===== config.mk =====
export PLATFORM = sky130hd
export DESIGN_NAME = mem_arbiter_flat
export DESIGN_NICKNAME = d
export VERILOG_FILES = /design/src/rtl/mem_arb_pkg.sv /design/src/rtl/mem_arbiter_if.sv /design/src/rtl/mem_arb_prio.sv /design/src/rtl/mem_arbiter.sv /design/src/flat_wrapper.sv
export SDC_FILE = /design/constraint.sdc
export NUM_CORES = 1
export LEC_CHECK = 0
export CAP_MARGIN = 20
export CORE_UTILIZATION = 43
export CTS_BUF_LIST = sky130_fd_sc_hd__clkbuf_2 sky130_fd_sc_hd__clkbuf_4 sky130_fd_sc_hd__clkbuf_8
export DETAILED_ROUTE_END_ITERATION = 7
export PLACE_DENSITY_LB_ADDON = 0.1
export SKIP_LAST_GASP = 1
export SYNTH_ARGS = -nofsm -noshare
export SYNTH_HDL_FRONTEND = slang
export SYNTH_SLANG_ARGS = --single-unit

===== constraint.sdc =====
create_clock -name clk -period 5.4 [get_ports clk]
set_input_delay 1.62 -clock clk [delete_from_list [all_inputs] [get_ports clk]]
set_output_delay 1.62 -clock clk [all_outputs]
set_load 0.02 [all_outputs]

===== src/rtl/mem_arb_pkg.sv =====
// Shared types for the unified-memory arbiter: FSM/owner encodings and counter widths.
// Imported by the interface, the priority picker and the arbiter top.
package mem_arb_pkg;

  typedef enum logic {
    ST_IDLE = 1'b0,
    ST_BUSY = 1'b1
  } state_e;

  typedef enum logic [1:0] {
    OWN_NONE = 2'd0,
    OWN_IF   = 2'd1,
    OWN_DM   = 2'd2
  } owner_e;

  localparam int LAT_W    = 3;
  localparam int STARVE_W = 8;
  localparam int WE_W     = 4;

  // Writes retire one cycle after the strobe; reads wait out the macro latency.
  function automatic logic [LAT_W-1:0] ack_lat(input logic is_wr, input int mem_lat);
    return is_wr ? LAT_W'(2) : LAT_W'(mem_lat + 1);
  endfunction

endpackage


===== src/rtl/mem_arbiter_if.sv =====
// CPU fetch/data ports plus the single-port memory macro bus, bundled for the arbiter.
// slave = arbiter view; master = CPU core and memory macro view.
interface mem_arbiter_if #(
  parameter int ADDR_W = 32,
  parameter int DATA_W = 32
);
  logic                          if_req;
  logic [ADDR_W-1:0]             if_addr;
  logic                          if_ack;
  logic [DATA_W-1:0]             if_rdata;

  logic                          dm_req;
  logic [mem_arb_pkg::WE_W-1:0]  dm_we;
  logic [ADDR_W-1:0]             dm_addr;
  logic [DATA_W-1:0]             dm_wdata;
  logic                          dm_ack;
  logic [DATA_W-1:0]             dm_rdata;

  logic                          mem_en;
  logic [mem_arb_pkg::WE_W-1:0]  mem_we;
  logic [ADDR_W-1:0]             mem_addr;
  logic [DATA_W-1:0]             mem_wdata;
  logic [DATA_W-1:0]             mem_rdata;

  logic                          cpu_stall;

  modport slave (
    input  if_req, if_addr, dm_req, dm_we, dm_addr, dm_wdata, mem_rdata,
    output if_ack, if_rdata, dm_ack, dm_rdata,
    output mem_en, mem_we, mem_addr, mem_wdata, cpu_stall
  );

  modport master (
    output if_req, if_addr, dm_req, dm_we, dm_addr, dm_wdata, mem_rdata,
    input  if_ack, if_rdata, dm_ack, dm_rdata,
    input  mem_en, mem_we, mem_addr, mem_wdata, cpu_stall
  );
endinterface


===== src/rtl/mem_arb_prio.sv =====
// Picks fetch or data for the next memory slot; data wins unless fetch has lost STARVE_MAX times.
// Combinational winner; the starvation count only advances on a granted slot.
module mem_arb_prio
  import mem_arb_pkg::*;
#(
  parameter int STARVE_MAX = 4
) (
  input  logic   clk,
  input  logic   rst,
  input  logic   if_req_i,
  input  logic   dm_req_i,
  input  logic   grant_i,
  output owner_e winner_o
);

  logic [STARVE_W-1:0] starve_q, starve_d;

  always_comb begin
    winner_o = OWN_NONE;
    starve_d = starve_q;
    if (if_req_i && dm_req_i) begin
      if (starve_q < STARVE_W'(STARVE_MAX)) begin
        winner_o = OWN_DM;
        starve_d = starve_q + STARVE_W'(1);
      end else begin
        winner_o = OWN_IF;
        starve_d = '0;
      end
    end else if (dm_req_i) begin
      winner_o = OWN_DM;
    end else if (if_req_i) begin
      winner_o = OWN_IF;
      starve_d = '0;
    end
  end

  always_ff @(posedge clk or negedge rst) begin
    if (!rst) begin
      starve_q <= '0;
    end else if (grant_i) begin
      starve_q <= starve_d;
    end
  end

endmodule


===== src/rtl/mem_arbiter.sv =====
// Time-shares one single-port synchronous memory between CPU fetch and data ports, one access at a time.
// Issue 1 cycle after request; ack MEM_LAT+1 cycles after issue decision (writes: 2); cpu_stall holds the core meanwhile.
module mem_arbiter
  import mem_arb_pkg::*;
#(
  parameter int ADDR_W     = 32,
  parameter int DATA_W     = 32,
  parameter int MEM_LAT    = 1,
  parameter int STARVE_MAX = 4
) (
  input  logic          clk,
  input  logic          rst,
  mem_arbiter_if.slave  bus
);

  state_e              state_q, state_d;
  owner_e              owner_q, owner_d;
  logic [LAT_W-1:0]    lat_q, lat_d;
  logic                mem_en_q, mem_en_d;
  logic [WE_W-1:0]     mem_we_q, mem_we_d;
  logic [ADDR_W-1:0]   mem_addr_q, mem_addr_d;
  logic [DATA_W-1:0]   mem_wdata_q, mem_wdata_d;

  owner_e winner;
  logic   grant;
  logic   ack_hit;

  assign grant   = (state_q == ST_IDLE) && (bus.if_req || bus.dm_req);
  assign ack_hit = (state_q == ST_BUSY) && (lat_q == ack_lat(|mem_we_q, MEM_LAT));

  mem_arb_prio #(
    .STARVE_MAX (STARVE_MAX)
  ) u_prio (
    .clk      (clk),
    .rst      (rst),
    .if_req_i (bus.if_req),
    .dm_req_i (bus.dm_req),
    .grant_i  (grant),
    .winner_o (winner)
  );

  always_comb begin
    state_d     = state_q;
    owner_d     = owner_q;
    lat_d       = lat_q;
    mem_en_d    = 1'b0;
    mem_we_d    = mem_we_q;
    mem_addr_d  = mem_addr_q;
    mem_wdata_d = mem_wdata_q;
    case (state_q)
      ST_IDLE: begin
        if (grant) begin
          state_d  = ST_BUSY;
          owner_d  = winner;
          lat_d    = LAT_W'(1);
          mem_en_d = 1'b1;
          if (winner == OWN_DM) begin
            mem_we_d    = bus.dm_we;
            mem_addr_d  = bus.dm_addr;
            mem_wdata_d = bus.dm_wdata;
          end else begin
            // Fetch is always a read; leave the stale write data in place.
            mem_we_d   = '0;
            mem_addr_d = bus.if_addr;
          end
        end
      end
      ST_BUSY: begin
        if (ack_hit) begin
          state_d = ST_IDLE;
          owner_d = OWN_NONE;
          lat_d   = '0;
        end else begin
          lat_d = lat_q + LAT_W'(1);
        end
      end
      default: state_d = ST_IDLE;
    endcase
  end

  always_ff @(posedge clk or negedge rst) begin
    if (!rst) begin
      state_q     <= ST_IDLE;
      owner_q     <= OWN_NONE;
      lat_q       <= '0;
      mem_en_q    <= 1'b0;
      mem_we_q    <= '0;
      mem_addr_q  <= '0;
      mem_wdata_q <= '0;
    end else begin
      state_q     <= state_d;
      owner_q     <= owner_d;
      lat_q       <= lat_d;
      mem_en_q    <= mem_en_d;
      mem_we_q    <= mem_we_d;
      mem_addr_q  <= mem_addr_d;
      mem_wdata_q <= mem_wdata_d;
    end
  end

  assign bus.if_ack    = ack_hit && (owner_q == OWN_IF);
  assign bus.dm_ack    = ack_hit && (owner_q == OWN_DM);
  assign bus.if_rdata  = bus.mem_rdata;
  assign bus.dm_rdata  = bus.mem_rdata;
  assign bus.mem_en    = mem_en_q;
  assign bus.mem_we    = mem_we_q;
  assign bus.mem_addr  = mem_addr_q;
  assign bus.mem_wdata = mem_wdata_q;
  assign bus.cpu_stall = (bus.if_req && !bus.if_ack) || (bus.dm_req && !bus.dm_ack);

endmodule


===== src/flat_wrapper.sv =====
// flat-port wrapper written by rule: the top's interface ports become plain ports
module mem_arbiter_flat import mem_arb_pkg::*;
#(
  parameter int ADDR_W     = 32,
  parameter int DATA_W     = 32,
  parameter int MEM_LAT    = 1,
  parameter int STARVE_MAX = 4
)
  (clk, rst, bus_if_req, bus_if_addr, bus_dm_req, bus_dm_we, bus_dm_addr, bus_dm_wdata, bus_mem_rdata, bus_if_ack, bus_if_rdata, bus_dm_ack, bus_dm_rdata, bus_mem_en, bus_mem_we, bus_mem_addr, bus_mem_wdata, bus_cpu_stall);
  mem_arbiter_if #(.ADDR_W(ADDR_W), .DATA_W(DATA_W)) bus_i ();
  input  logic clk;
  input  logic rst;
  input wire logic [$bits(bus_i.if_req)-1:0] bus_if_req;
  input wire logic [$bits(bus_i.if_addr)-1:0] bus_if_addr;
  input wire logic [$bits(bus_i.dm_req)-1:0] bus_dm_req;
  input wire logic [$bits(bus_i.dm_we)-1:0] bus_dm_we;
  input wire logic [$bits(bus_i.dm_addr)-1:0] bus_dm_addr;
  input wire logic [$bits(bus_i.dm_wdata)-1:0] bus_dm_wdata;
  input wire logic [$bits(bus_i.mem_rdata)-1:0] bus_mem_rdata;
  output wire logic [$bits(bus_i.if_ack)-1:0] bus_if_ack;
  output wire logic [$bits(bus_i.if_rdata)-1:0] bus_if_rdata;
  output wire logic [$bits(bus_i.dm_ack)-1:0] bus_dm_ack;
  output wire logic [$bits(bus_i.dm_rdata)-1:0] bus_dm_rdata;
  output wire logic [$bits(bus_i.mem_en)-1:0] bus_mem_en;
  output wire logic [$bits(bus_i.mem_we)-1:0] bus_mem_we;
  output wire logic [$bits(bus_i.mem_addr)-1:0] bus_mem_addr;
  output wire logic [$bits(bus_i.mem_wdata)-1:0] bus_mem_wdata;
  output wire logic [$bits(bus_i.cpu_stall)-1:0] bus_cpu_stall;
  assign bus_i.if_req = bus_if_req;
  assign bus_i.if_addr = bus_if_addr;
  assign bus_i.dm_req = bus_dm_req;
  assign bus_i.dm_we = bus_dm_we;
  assign bus_i.dm_addr = bus_dm_addr;
  assign bus_i.dm_wdata = bus_dm_wdata;
  assign bus_i.mem_rdata = bus_mem_rdata;
  assign bus_if_ack = bus_i.if_ack;
  assign bus_if_rdata = bus_i.if_rdata;
  assign bus_dm_ack = bus_i.dm_ack;
  assign bus_dm_rdata = bus_i.dm_rdata;
  assign bus_mem_en = bus_i.mem_en;
  assign bus_mem_we = bus_i.mem_we;
  assign bus_mem_addr = bus_i.mem_addr;
  assign bus_mem_wdata = bus_i.mem_wdata;
  assign bus_cpu_stall = bus_i.cpu_stall;
  mem_arbiter #(.ADDR_W(ADDR_W), .DATA_W(DATA_W), .MEM_LAT(MEM_LAT), .STARVE_MAX(STARVE_MAX)) u_core (.clk(clk), .rst(rst), .bus(bus_i));
endmodule

### Yosys cells after proc, flatten, opt, wreduce, memory -nomap -nowiden

Index checks and enable logic that the tools add are counted.

* bits in registers: 83
* output and inout port bits: 136

* add/subtract/negate cells: 2
* $lt $le $gt $ge: 1
* eq/ne operators: 7
* multiplexer cells: 20
* bitwise operators: 1
* reductions and logical operators: 16

Operators by type and width (number)
* 2-to-1 mux 32 bit: 1
* 2-to-1 mux 8 bit: 4
* 2-to-1 mux 2 bit: 5
* adder 8 x 1 -> 8 bit, second input constant: 1
* < comparator 8 x 3 -> 1 bit, second input constant: 1
* logical AND 1 bit: 7
* 2-to-1 mux 3 bit: 2
* case mux 3 bit (2 select lines): 1
* AND reduction 3 bit: 2
* == test 2 bit, second input constant: 2
* 2-to-1 mux 1 bit: 4
* 2-to-1 mux 4 bit: 1
* != test 2 x 1 -> 1 bit, second input constant: 2
* case mux 2 bit (2 select lines): 1
* AND reduction 2 bit: 2
* adder 3 x 1 -> 3 bit, second input constant: 1
* == test 3 x 2 -> 1 bit, second input constant: 1
* == test 2 x 1 -> 1 bit, second input constant: 1
* logical NOT 1 bit: 2
* logical OR 1 bit: 2
* != test 2 bit, second input constant: 1
* case mux 1 bit (2 select lines): 1
* nonzero test 2 bit: 1
* NOT 1 bit: 1

### Longest topological paths before layout

* depth after elaboration: 6
* depth in mapped cells: 7

### Hierarchy

A second synthesis with hierarchy kept.

* cell total of the unflattened synthesis: 358
* area total of the unflattened synthesis: 4191.5 µm²

By module, submodules not included
* mem_arbiter: times used 1, cells each 325, area an instance 3832.4 µm², seq. area each 1876.8 µm²
* mem_arb_prio: times used 1, cells each 33, area an instance 359.1 µm², seq. area each 200.2 µm²

### Worst setup path after synthesis

No wires, ideal clock.

* path kind: in2out
* start point: input bus_if_req
* end point: output bus_cpu_stall
* arrival: 2.421 ns
* setup slack: 1.359 ns
* cell stages on the path: 3
* path through: clkbuf_1 -> inv_1 -> o21ai_0

* word-level cells in the longest chain between the ends: 2

Ends and longest elaborated chain
* from (decl): line flat_wrapper.sv:13 `input wire logic [$bits(bus_i.if_req)-1:0] bus_if_req;`
* logical AND 1 bit: line mem_arbiter.sv:109 `assign bus.cpu_stall = (bus.if_req && !bus.if_ack) || (bus.dm_req && !bus.dm_ack);`
* logical OR 1 bit: line mem_arbiter.sv:109
* to (decl): line flat_wrapper.sv:28 `output wire logic [$bits(bus_i.cpu_stall)-1:0] bus_cpu_stall;`

No other way between the ends.

### Final worst setup path

* start point: input bus_dm_req
* end point: output bus_cpu_stall

* word-level cells in the longest chain between the ends: 2

Ends and longest elaborated chain
* from (decl): line flat_wrapper.sv:15 `input wire logic [$bits(bus_i.dm_req)-1:0] bus_dm_req;`
* logical AND 1 bit: line mem_arbiter.sv:109
* logical OR 1 bit: line mem_arbiter.sv:109

No other way between the ends.

==> metrics.txt <==
final worst path period share=0.833; Synth top area share=0.443; Crit Path Max Fanout=2; TritonCTS clock tree=yes; RSZ-0062 raised after global routing=no; clk buf depth=2; cell taking the most area after synthesis=dfrtp_1; Compound-Gate Fraction of Synth Area=0.128; FILL cells=around 940; Die Wd=about 110 um; setup_tns=0 ns; Final Max Slew Viols=0; Cell Area, Synth=roughly 0.0047 mm2; area delta synth->final=34.0%; H-tree Lvls=3; Synth Area in Adders=0.00801; pin count of the biggest net entering global routing=84; Initial Util=0.448; Pwr Total=approximately 3.2 mW; Post-synth ARST share=1.00; clock tree sinks=between 80 and 90; Relative slew margins=0.283; share of cells above drive strength 1=0.0745; average cell area after synthesis=10.2 um2; full die area=~0.011 mm2; Worst-Skew Late Latency=around 0.36 ns; DRC Markers=0; Hold-fix buffers, CTS=0; WS Path Type=primary input to output port; post-route minimum period=~4.5 ns; fmax=~220 MHz; sequential area share after synthesis=0.443; final setup vio count=0; first-pass GRT wire length=between 20 and 25 mm; Final Hold Fails=0; maxcap violations=0; total wire length=~14 mm; Net Count, Synth=approximately 600; Critical Path RT=between 3 and 4 ns; vias in the first global route=about 4000; CP endpoint kind=output port; status=complete, no violations; 1st-iter DRT viols=roughly 190; Leak=between 2 and 3 nW; most frequent cells in the layout=clkdlybuf4s50_1 (173), dfrtp_1 (83), a21oi_1 (35), nand3_1 (35); mux contribution to synthesized area=0.0769; largest family of logic cells by synthesized area=simple AND/OR/NAND/NOR gates; grt ovf=0; xor/xnor share of the synthesized area=0; power per cell area=515 mW/mm2; type of the tightest min-delay check=flip-flop to flip-flop; via count=roughly 4000; final core area utilization=0.600; Root Buffer=clkbuf_8; core footprint=about 0.010 mm2; Via-to-Cell Ratio=slightly below 6; Num CTS Buffers=9; Syn Inst Count=around 460; post-route ant nets=0; initial antenna violation count=0; startpoint types=primary input; hpwl dp=between 8 and 9 mm; FF+latch count, synth=83; Max IR drop VDD=0.290 mV; commonest non-fill, non-tap cell in the layout=clkdlybuf4s50_1; Fin Clk Skew=between 0.015 and 0.02 ns; clk slew on worst S/H paths=around 0.090 ns; row cnt=37; num ports=around 270; nets=684; Synth area leaders=dfrtp_1 (44%), buf_4 (11%), nor4bb_1 (6.8%); WP data arrival=~2.9 ns; chip height=106 um; Yosys Warn Count=0; Synth Area in Simple Gates=0.196; post_cts resized=0; Post-CTS Setup Bufs=0; routed len/inst=between 15 and 20 um; worst-margin pin slew=about 1.1 ns; I/O Buffers=175; Global Route Usage Sum=0.236; Netlist cell types=40; Post-synth EDFFs=0; ys flop type=dfrtp_1; drt pass-1 iters=4; Routability Congestion=roughly 0.78; Ant. Diodes=0
==> worst max-delay path: stages <==
cell,delay [ns]
clkdlybuf4s50_1,0.48
o41ai_1,0.07
o21ai_0,0.07
clkdlybuf4s50_1,0.64
==> flip-flops by register name, summed over array words and instances, names as in the netlist <==
signal                  cells
u_core.bus.mem_addr        32
u_core.bus.mem_wdata       32
u_core.u_prio.starve_q      8
u_core.bus.mem_we           4
u_core.lat_q                3
u_core.owner_q              2
u_core.bus.mem_en           1
u_core.state_q              1
==> layer usage <==
layer,up-vias,wire [um],track usage
li1,1829,-,-
met1,1920,5440,0.294
met2,179,6980,0.410
met3,28,867,0.0386
met4,0,285,0.0873
met5,-,0,0
==> final timing paths <==
kind,from,slack [ns],endpoint,cells past startpoint
setup / recovery,bus_dm_req,0.90,bus_cpu_stall,4
hold / removal,u_core.bus.mem_we[3],0.49,u_core.bus.mem_we[3],2
setup reg to reg,u_core.state_q,2.76,u_core.bus.mem_addr[6],5
hold reg to reg,u_core.bus.mem_we[3],0.49,u_core.bus.mem_we[3],2
max in group asynchronous,rst,3.70,u_core.bus.mem_en,2
min in group asynchronous,rst,1.10,u_core.bus.mem_wdata[29],1
==> stage by stage <==
step / hold slack [ns] / worst slack (ns) / instance area [um2] / cells
6_report: 0.489 / 0.904 / 6280 / 686
5_1_grt: 0.518 / 0.844 / 6280 / 686
4_1_cts: 0.495 / 0.885 / 6230 / 684
3_5_place_dp: 0.473 / 0.885 / 6040 / 668
3_3_place_gp: 0.463 / 0.853 / 6010 / 667
2_1_floorplan: 0.476 / 1.36 / 4690 / 459
==> cell families (layout without fill, tap and decap cells) <==
kind of cell               Yosys count  in the layout
adders and majority gates            3              3
buffers and inverters              117            208
AOI/OAI and AO/OA                   88             88
DFF                                 83             83
muxes                               32             32
and+or+nand+nor                    136            136
==> synth_stat cells (2+ instances only) <==
cell,n
mux2_1,25
nor2b_1,3
nand3_1,35
o21ai_0,12
buf_4,66
inv_1,8
nor2_1,3
nor3b_1,2
mux2_2,7
a21oi_1,35
ha_1,3
nand2b_1,3
dfrtp_1,83
clkbuf_1,36
buf_2,5
nor3_1,2
nor4bb_1,32
nand4_1,32
o2111ai_1,32
buf_1,2
nand2_1,14
==> layout make-up <==
| class | count | area [um2] | share of cell area |
|---|---|---|---|
| timing repair buffer | 184 | 1860 | 0.297 |
| multi-input combinational | 259 | 1950 | 0.310 |
| sequential | 83 | 2080 | 0.331 |
| clock inverter | 6 | 53.8 | 0.00857 |
| inverter | 8 | 30.0 | 0.00478 |
| tap | 136 | 170 | 0.0271 |
| clock buffer | 10 | 138 | 0.0219 |
==> where the power goes <==
part	switching [mW]	internal (mW)
clock	0.253	0.190
combinational	0.891	0.828
sequential	0.156	0.914
total	1.30	1.93
(Power assumes the default switching activity.)
